## config.mk

```make
export PLATFORM = sky130hd
export DESIGN_NAME = ex_muldiv
export DESIGN_NICKNAME = d
export VERILOG_FILES = /design/src/rtl/ex_muldiv.sv
export SDC_FILE = /design/constraint.sdc
export NUM_CORES = 1
export LEC_CHECK = 0
export CORE_ASPECT_RATIO = 1.75
export CORE_MARGIN = 4
export CORE_UTILIZATION = 54
export CTS_BUF_LIST = sky130_fd_sc_hd__clkbuf_4
export DETAILED_ROUTE_END_ITERATION = 6
export GPL_TIMING_DRIVEN = 0
export HOLD_SLACK_MARGIN = 0.08
export PLACE_DENSITY = 0.79
export SLEW_MARGIN = 30
export SYNTH_ARGS = -nofsm -noshare
export SYNTH_HDL_FRONTEND = slang
export SYNTH_SLANG_ARGS = --single-unit
```

## constraint.sdc

```tcl
create_clock -name clk -period 6.9 [get_ports clk]
set_input_delay 1.38 -clock clk [delete_from_list [all_inputs] [get_ports clk]]
set_output_delay 1.38 -clock clk [all_outputs]
set_load 0.02 [all_outputs]
```

## src/rtl/ex_muldiv.sv

```systemverilog
`default_nettype none
// ============================================================================
// Module   : ex_muldiv
// Purpose  : Iterative EX-stage multiply/divide unit with architectural HI/LO
//            registers and MTHI/MTLO write port. Optional early-out for
//            multiplies when MULDIV_EARLY_OUT_EN is defined.
// Revision : 1.0 - initial release
// ============================================================================
module ex_muldiv #(
  parameter int WIDTH = 32
) (
  input  logic             clk,
  input  logic             rst,
  input  logic             start,
  input  logic [1:0]       op,
  input  logic [WIDTH-1:0] src_a,
  input  logic [WIDTH-1:0] src_b,
  input  logic             flush,
  input  logic             hi_we,
  input  logic             lo_we,
  input  logic [WIDTH-1:0] wdata,
  output logic             busy,
  output logic             done,
  output logic [WIDTH-1:0] hi_out,
  output logic [WIDTH-1:0] lo_out
);

  localparam int              c_CW   = (WIDTH > 1) ? $clog2(WIDTH) : 1;
  localparam logic [c_CW-1:0] c_LAST = c_CW'(WIDTH - 1);
  localparam logic [c_CW-1:0] c_ONE  = c_CW'(1);

  typedef enum logic [1:0] {
    S_IDLE  = 2'd0,
    S_RUN   = 2'd1,
    S_FIXUP = 2'd2,
    S_DONE  = 2'd3
  } state_t;

  state_t               r_state;
  state_t               w_state_nxt;
  logic                 r_is_div;
  logic                 r_neg_main;
  logic                 r_neg_rem;
  logic [WIDTH-1:0]     r_m;
  logic [2*WIDTH-1:0]   r_acc;
  logic [WIDTH-1:0]     r_rem;
  logic [c_CW-1:0]      r_cnt;
  logic [WIDTH-1:0]     r_hi;
  logic [WIDTH-1:0]     r_lo;
  logic                 r_busy;
  logic                 r_done;

  logic                 w_accept;
  logic                 w_mt_ok;
  logic                 w_last;
  logic                 w_early;
  logic                 w_a_neg;
  logic                 w_b_neg;
  logic [WIDTH-1:0]     w_a_mag;
  logic [WIDTH-1:0]     w_b_mag;
  logic                 w_b_zero;
  logic [WIDTH:0]       w_addend;
  logic [WIDTH:0]       w_sum;
  logic [WIDTH:0]       w_trial;
  logic                 w_ge;
  logic [WIDTH-1:0]     w_diff;
  logic [2*WIDTH-1:0]   w_prod;
  logic [WIDTH-1:0]     w_quo;
  logic [WIDTH-1:0]     w_rmd;

  // Operand conditioning at start: op[0]=0 selects the signed variants.
  assign w_a_neg  = ~op[0] & src_a[WIDTH-1];
  assign w_b_neg  = ~op[0] & src_b[WIDTH-1];
  assign w_a_mag  = w_a_neg ? -src_a : src_a;
  assign w_b_mag  = w_b_neg ? -src_b : src_b;
  assign w_b_zero = (src_b == '0);

  assign w_last   = (r_cnt == c_LAST);

  // Multiply step: conditional add into the upper half, then shift right.
  assign w_addend = r_acc[0] ? {1'b0, r_m} : '0;
  assign w_sum    = {1'b0, r_acc[2*WIDTH-1:WIDTH]} + w_addend;

  // Restoring divide step; the trial value never exceeds twice the divisor.
  assign w_trial  = {r_rem, r_acc[WIDTH-1]};
  assign w_ge     = (w_trial >= {1'b0, r_m});
  assign w_diff   = w_trial[WIDTH-1:0] - r_m;

  assign w_prod   = r_neg_main ? -r_acc : r_acc;
  assign w_quo    = r_neg_main ? -r_acc[WIDTH-1:0] : r_acc[WIDTH-1:0];
  assign w_rmd    = r_neg_rem  ? -r_rem : r_rem;

`ifdef MULDIV_EARLY_OUT_EN
  logic [WIDTH-1:0] w_rest;
  logic [c_CW:0]    w_shamt;
  // Multiplier bits not yet consumed sit in the low WIDTH-cnt bits.
  assign w_rest  = r_acc[WIDTH-1:0] << r_cnt;
  assign w_early = (r_state == S_RUN) && !r_is_div && (w_rest == '0);
  assign w_shamt = (c_CW + 1)'(WIDTH) - {1'b0, r_cnt};
`else
  assign w_early = 1'b0;
`endif

  always_ff @(posedge clk or posedge rst) begin
    if (rst) begin
      r_state <= S_IDLE;
      r_busy  <= 1'b0;
      r_done  <= 1'b0;
    end else begin
      r_state <= w_state_nxt;
      r_busy  <= (w_state_nxt == S_RUN) || (w_state_nxt == S_FIXUP);
      r_done  <= (w_state_nxt == S_DONE);
    end
  end

  always_comb begin
    w_state_nxt = r_state;
    w_accept    = 1'b0;
    w_mt_ok     = 1'b0;
    case (r_state)
      S_IDLE: begin
        w_mt_ok = 1'b1;
        if (start) begin
          w_accept    = 1'b1;
          w_state_nxt = S_RUN;
        end
      end
      S_RUN: begin
        if (w_last || w_early) w_state_nxt = S_FIXUP;
      end
      S_FIXUP: w_state_nxt = S_DONE;
      S_DONE: begin
        w_mt_ok     = 1'b1;
        w_state_nxt = S_IDLE;
      end
      default: w_state_nxt = S_IDLE;
    endcase
    if (flush) begin
      w_accept    = 1'b0;
      w_state_nxt = S_IDLE;
    end
  end

  always_ff @(posedge clk or posedge rst) begin
    if (rst) begin
      r_is_div   <= 1'b0;
      r_neg_main <= 1'b0;
      r_neg_rem  <= 1'b0;
      r_m        <= '0;
      r_acc      <= '0;
      r_rem      <= '0;
      r_cnt      <= '0;
    end else if (w_accept) begin
      r_is_div <= op[1];
      r_rem    <= '0;
      r_cnt    <= '0;
      if (op[1]) begin
        r_m        <= w_b_mag;
        r_acc      <= {{WIDTH{1'b0}}, w_a_mag};
        // A zero divisor leaves the all-ones quotient unnegated.
        r_neg_main <= (w_a_neg ^ w_b_neg) & ~w_b_zero;
        r_neg_rem  <= w_a_neg;
      end else begin
        r_m        <= w_a_mag;
        r_acc      <= {{WIDTH{1'b0}}, w_b_mag};
        r_neg_main <= w_a_neg ^ w_b_neg;
        r_neg_rem  <= 1'b0;
      end
    end else if (r_state == S_RUN) begin
      r_cnt <= w_last ? '0 : r_cnt + c_ONE;
      if (r_is_div) begin
        r_rem              <= w_ge ? w_diff : w_trial[WIDTH-1:0];
        r_acc[WIDTH-1:0]   <= {r_acc[WIDTH-2:0], w_ge};
      end else begin
`ifdef MULDIV_EARLY_OUT_EN
        if (w_early) r_acc <= r_acc >> w_shamt;
        else         r_acc <= {w_sum, r_acc[WIDTH-1:1]};
`else
        r_acc <= {w_sum, r_acc[WIDTH-1:1]};
`endif
      end
    end
  end

  always_ff @(posedge clk or posedge rst) begin
    if (rst) begin
      r_hi <= '0;
      r_lo <= '0;
    end else if ((r_state == S_FIXUP) && !flush) begin
      if (r_is_div) begin
        r_hi <= w_rmd;
        r_lo <= w_quo;
      end else begin
        r_hi <= w_prod[2*WIDTH-1:WIDTH];
        r_lo <= w_prod[WIDTH-1:0];
      end
    end else if (w_mt_ok && !w_accept) begin
      if (hi_we) r_hi <= wdata;
      if (lo_we) r_lo <= wdata;
    end
  end

  assign busy   = r_busy;
  assign done   = r_done;
  assign hi_out = r_hi;
  assign lo_out = r_lo;

endmodule
`default_nettype wire

```

==> flow_metrics.env <==
export IMPL_start_kind="flop"
export IMPL_cts_root_buf="clkbuf_4"
export IMPL_ant_nets=0
export IMPL_dp_slack_ns=1.806
export IMPL_yosysTopAreaCell="dfrtp_1"
export IMPL_dieArea_um2=33470
export IMPL_grt_ovfl_total=0
export IMPL_avgSynthCellArea_um2=8.010
export IMPL_reg2reg_depth=12
export IMPL_cts_sinks=204
export IMPL_max_slew_margin=0.3859
export IMPL_cts_hold_buf=0
export IMPL_final_util=0.6473
export IMPL_nNetsFinal=2466
export IMPL_cp_required_ns=7.48
export IMPL_die_h_um=239.0
export IMPL_grt_pass1_wl_um=96850
export IMPL_place_area_um2=18820
export IMPL_drive_gt1_frac=0.04528
export IMPL_clk_latency_ns=0.79
export IMPL_cts_clk_slew_worst_paths_ns=0.08
export IMPL_io_buffers=168
export IMPL_max_cap_viol_count=0
export IMPL_ys_seq_area_frac=0.3100
export IMPL_fillCellCount=2699
export IMPL_power_leakage_nw=8.453
export IMPL_hpwlAfterDp_um=51770
export IMPL_cts_buffer_depth=3
export IMPL_hold_path_class="flop to flop"
export IMPL_gp_congestion=1.033
export IMPL_cts_buffers=52
export IMPL_min_period_ns=4.475
export IMPL_synth_cell_types=71
export IMPL_rsz0062_at_grt="no"
export IMPL_synth_top_area_frac=0.3100
export IMPL_startpoint="r_rem[13]"
export IMPL_grt_pass1_vias=16949
export IMPL_seq_power_share=0.342
export IMPL_endpoint_kind="flop"
export IMPL_clkPwrFrac=0.206
export IMPL_ys_ff_latch=204
export IMPL_max_freq_mhz=223.5
export IMPL_power_density_nw_per_um2=270.0
export IMPL_track_usage=0.3759
export IMPL_p_switching_mw=2.335
export IMPL_worstPathArrival_ns=5.05
export IMPL_post_cts_buffers=0
export IMPL_grt_antenna_before_repair=1
export IMPL_drv_slew=0
export IMPL_p_int_mw=2.918
export IMPL_worst_pin_slew_ns=0.9127
export IMPL_start_util=0.5479
export IMPL_routedWlPerCell_um=23.77
export IMPL_syn2layout_area_growth_pct=18.15
export IMPL_worstSetupPathType="flop to flop"
export IMPL_status="finished clean"
export IMPL_vias=17083
export IMPL_core_area_um2=30060
export IMPL_synth_area_um2=16470
export IMPL_synth_area_leaders="dfrtp_1, o21ai_0, nand2_1, mux2i_1, xnor2_1"
export IMPL_final_area_um2=19460
export IMPL_via_per_inst=6.311
export IMPL_cts_tree="done"
export IMPL_synth_flop_cell="dfrtp_1"
export IMPL_drt_first_iter_violations=1440
export IMPL_crit_fanout=10
export IMPL_syn_nets=2236
export IMPL_worstHoldStart="r_m[17]"
export IMPL_fin_crit_sh=0.6485
export IMPL_power_frac_comb=0.452
export IMPL_drtPass1Iterations=5
export IMPL_vdd_ir_drop_worst_mv=0.2116
export IMPL_syn_inst=2056
export IMPL_fin_skew_ns=0.07784
export IMPL_fp_row_count=84
export IMPL_routed_wl_um=64360
export IMPL_ioPinCount=170
export IMPL_synth_edff_count=0
export IMPL_setup_ws_ns=2.425
export IMPL_min_path_cells=2
export IMPL_cts_resized_gates=0
export IMPL_drcViolationCount=0
export IMPL_die_x_um=140.0
export IMPL_async_flop_share=1.000
export IMPL_hold_viol_final=0
export IMPL_setup_viol=0
export IMPL_timing_setup_tns_ns=0
export IMPL_cts_max_level=2
export IMPL_rr_startpoint="r_rem[13]"
export IMPL_p_sw_frac=0.4445
export IMPL_yosysWarnings=0
export IMPL_grt_max_degree=32
-- sequential cells by signal (all words and copies together) (netlist names) --
| register | cells |
|---|---|
| r_neg_rem | 1 |
| hi_out | 32 |
| done | 1 |
| r_is_div | 1 |
| r_rem | 32 |
| lo_out | 32 |
| r_acc | 64 |
| r_state | 2 |
| r_m | 32 |
| r_cnt | 5 |
| r_neg_main | 1 |
| busy | 1 |
-- final timing paths --
| path | endpoint | slack (ns) |
|---|---|---|
| max | r_rem[6] | 2.43 |
| min | r_m[17] | 0.50 |
| max reg2reg | r_rem[6] | 2.43 |
| min reg2reg | r_m[17] | 0.50 |
| max in group asynchronous | r_m[15] | 5.11 |
| min in group asynchronous | lo_out[27] | 0.90 |
-- cell usage in the layout, fill, tap and decap left out, types with 7 or more instances in the layout --
cell	count
nand2_1	294
and2_1	12
nand2b_1	23
a31oi_1	18
nand3b_1	11
clkbuf_4	64
and3_1	12
a21o_1	26
ha_1	74
dfrtp_1	204
clkdlybuf4s50_1	168
xnor2_1	112
mux2i_1	109
o211ai_1	47
o21bai_1	7
or3_1	21
nand3_1	32
inv_1	75
clkbuf_1	86
nor3_1	36
nor2_1	139
a21oi_1	133
a211oi_1	14
o41ai_1	21
buf_1	26
o31ai_1	42
xor2_1	86
o21ai_0	254
or4_1	14
clkinv_1	14
nor4_1	17
nor2b_1	9
-- routing by layer --
metal | routed length, um | share of wire | up-vias | track usage
met2 | 33040 | 0.51 | 786 | 0.6823
met3 | 3849 | 0.060 | 280 | 0.05945
met4 | 6320 | 0.098 | 0 | 0.3080
li1 | - | - | 7866 | -
met5 | 0 | 0 | - | 0
met1 | 21150 | 0.33 | 8151 | 0.3722
-- synth_stat cells (all sizes together) (6+ instances only) --
master	number
a211oi	14
a21o	26
a21oi	133
a22o	6
a31oi	18
a32oi	6
and2	12
and3	12
buf	29
clkbuf	86
dfrtp	204
ha	74
inv	76
mux2i	109
nand2	294
nand2b	23
nand3	32
nand3b	11
nor2	139
nor2b	9
nor3	36
nor4	17
o211ai	47
o21a	6
o21ai	255
o21bai	7
o31ai	43
o41ai	21
or3	22
or4	16
xnor2	112
xor2	86
-- logic make-up (layout without fill, tap and decap cells) --
kind of cell / count (synthesis) / in the layout / share of synthesized area
simple gates: 649 / 649 / 0.1809
compound gates: 627 / 627 / 0.2330
flops: 204 / 204 / 0.3100
xor+xnor: 198 / 198 / 0.1053
buf+inv: 191 / 454 / 0.04452
mux: 111 / 111 / 0.06762
fa+ha+maj: 76 / 76 / 0.05865
other cells: 0 / 1 / 0
-- through the flow --
step	hold slack [ns]	cells	total power, mW
final	0.4952	2707	5.253
after global routing	0.5102	2707	5.542
after CTS	0.4998	2706	5.207
after detailed placement	0.4814	2619	4.124
after global placement	0.4662	2611	4.065
after floorplan	0.4498	2056	3.228
-- power by group through the flow --
stage / clock network (mW) / registers (mW) / logic [mW]
floorplan: 0 / 1.78 / 1.44
CTS: 1.09 / 1.78 / 2.34
finish: 1.08 / 1.80 / 2.38
detailed placement: 0 / 1.80 / 2.32
global placement: 0 / 1.79 / 2.27
global route: 1.15 / 1.82 / 2.57
-- cell type report --
cell class	instances	area (um2)	area share
diodes	1	2.502	0.0001286
plain buffers	115	447.9	0.02302
clock buffers	64	480.5	0.02469
clock inverters	23	153.9	0.007909
inverters	76	289.0	0.01485
multi-input cells	1661	10630	0.5463
flip-flops and latches	204	5105	0.2624
well taps	387	484.2	0.02489
repair buffers	176	1864	0.09581
-- worst max-delay path, stage by stage (launching register included) --
cell	delay, ns
dfrtp_1	0.66
ha_1	0.39
a21o_1	0.23
a21o_1	0.19
a2111oi_0	0.34
and3_1	0.28
o31a_1	0.29
o2111a_1	0.34
nand2b_1	0.14
clkbuf_1	0.43
buf_1	0.64
mux2i_1	0.25
o21ai_0	0.11
(Power assumes the default switching activity.)
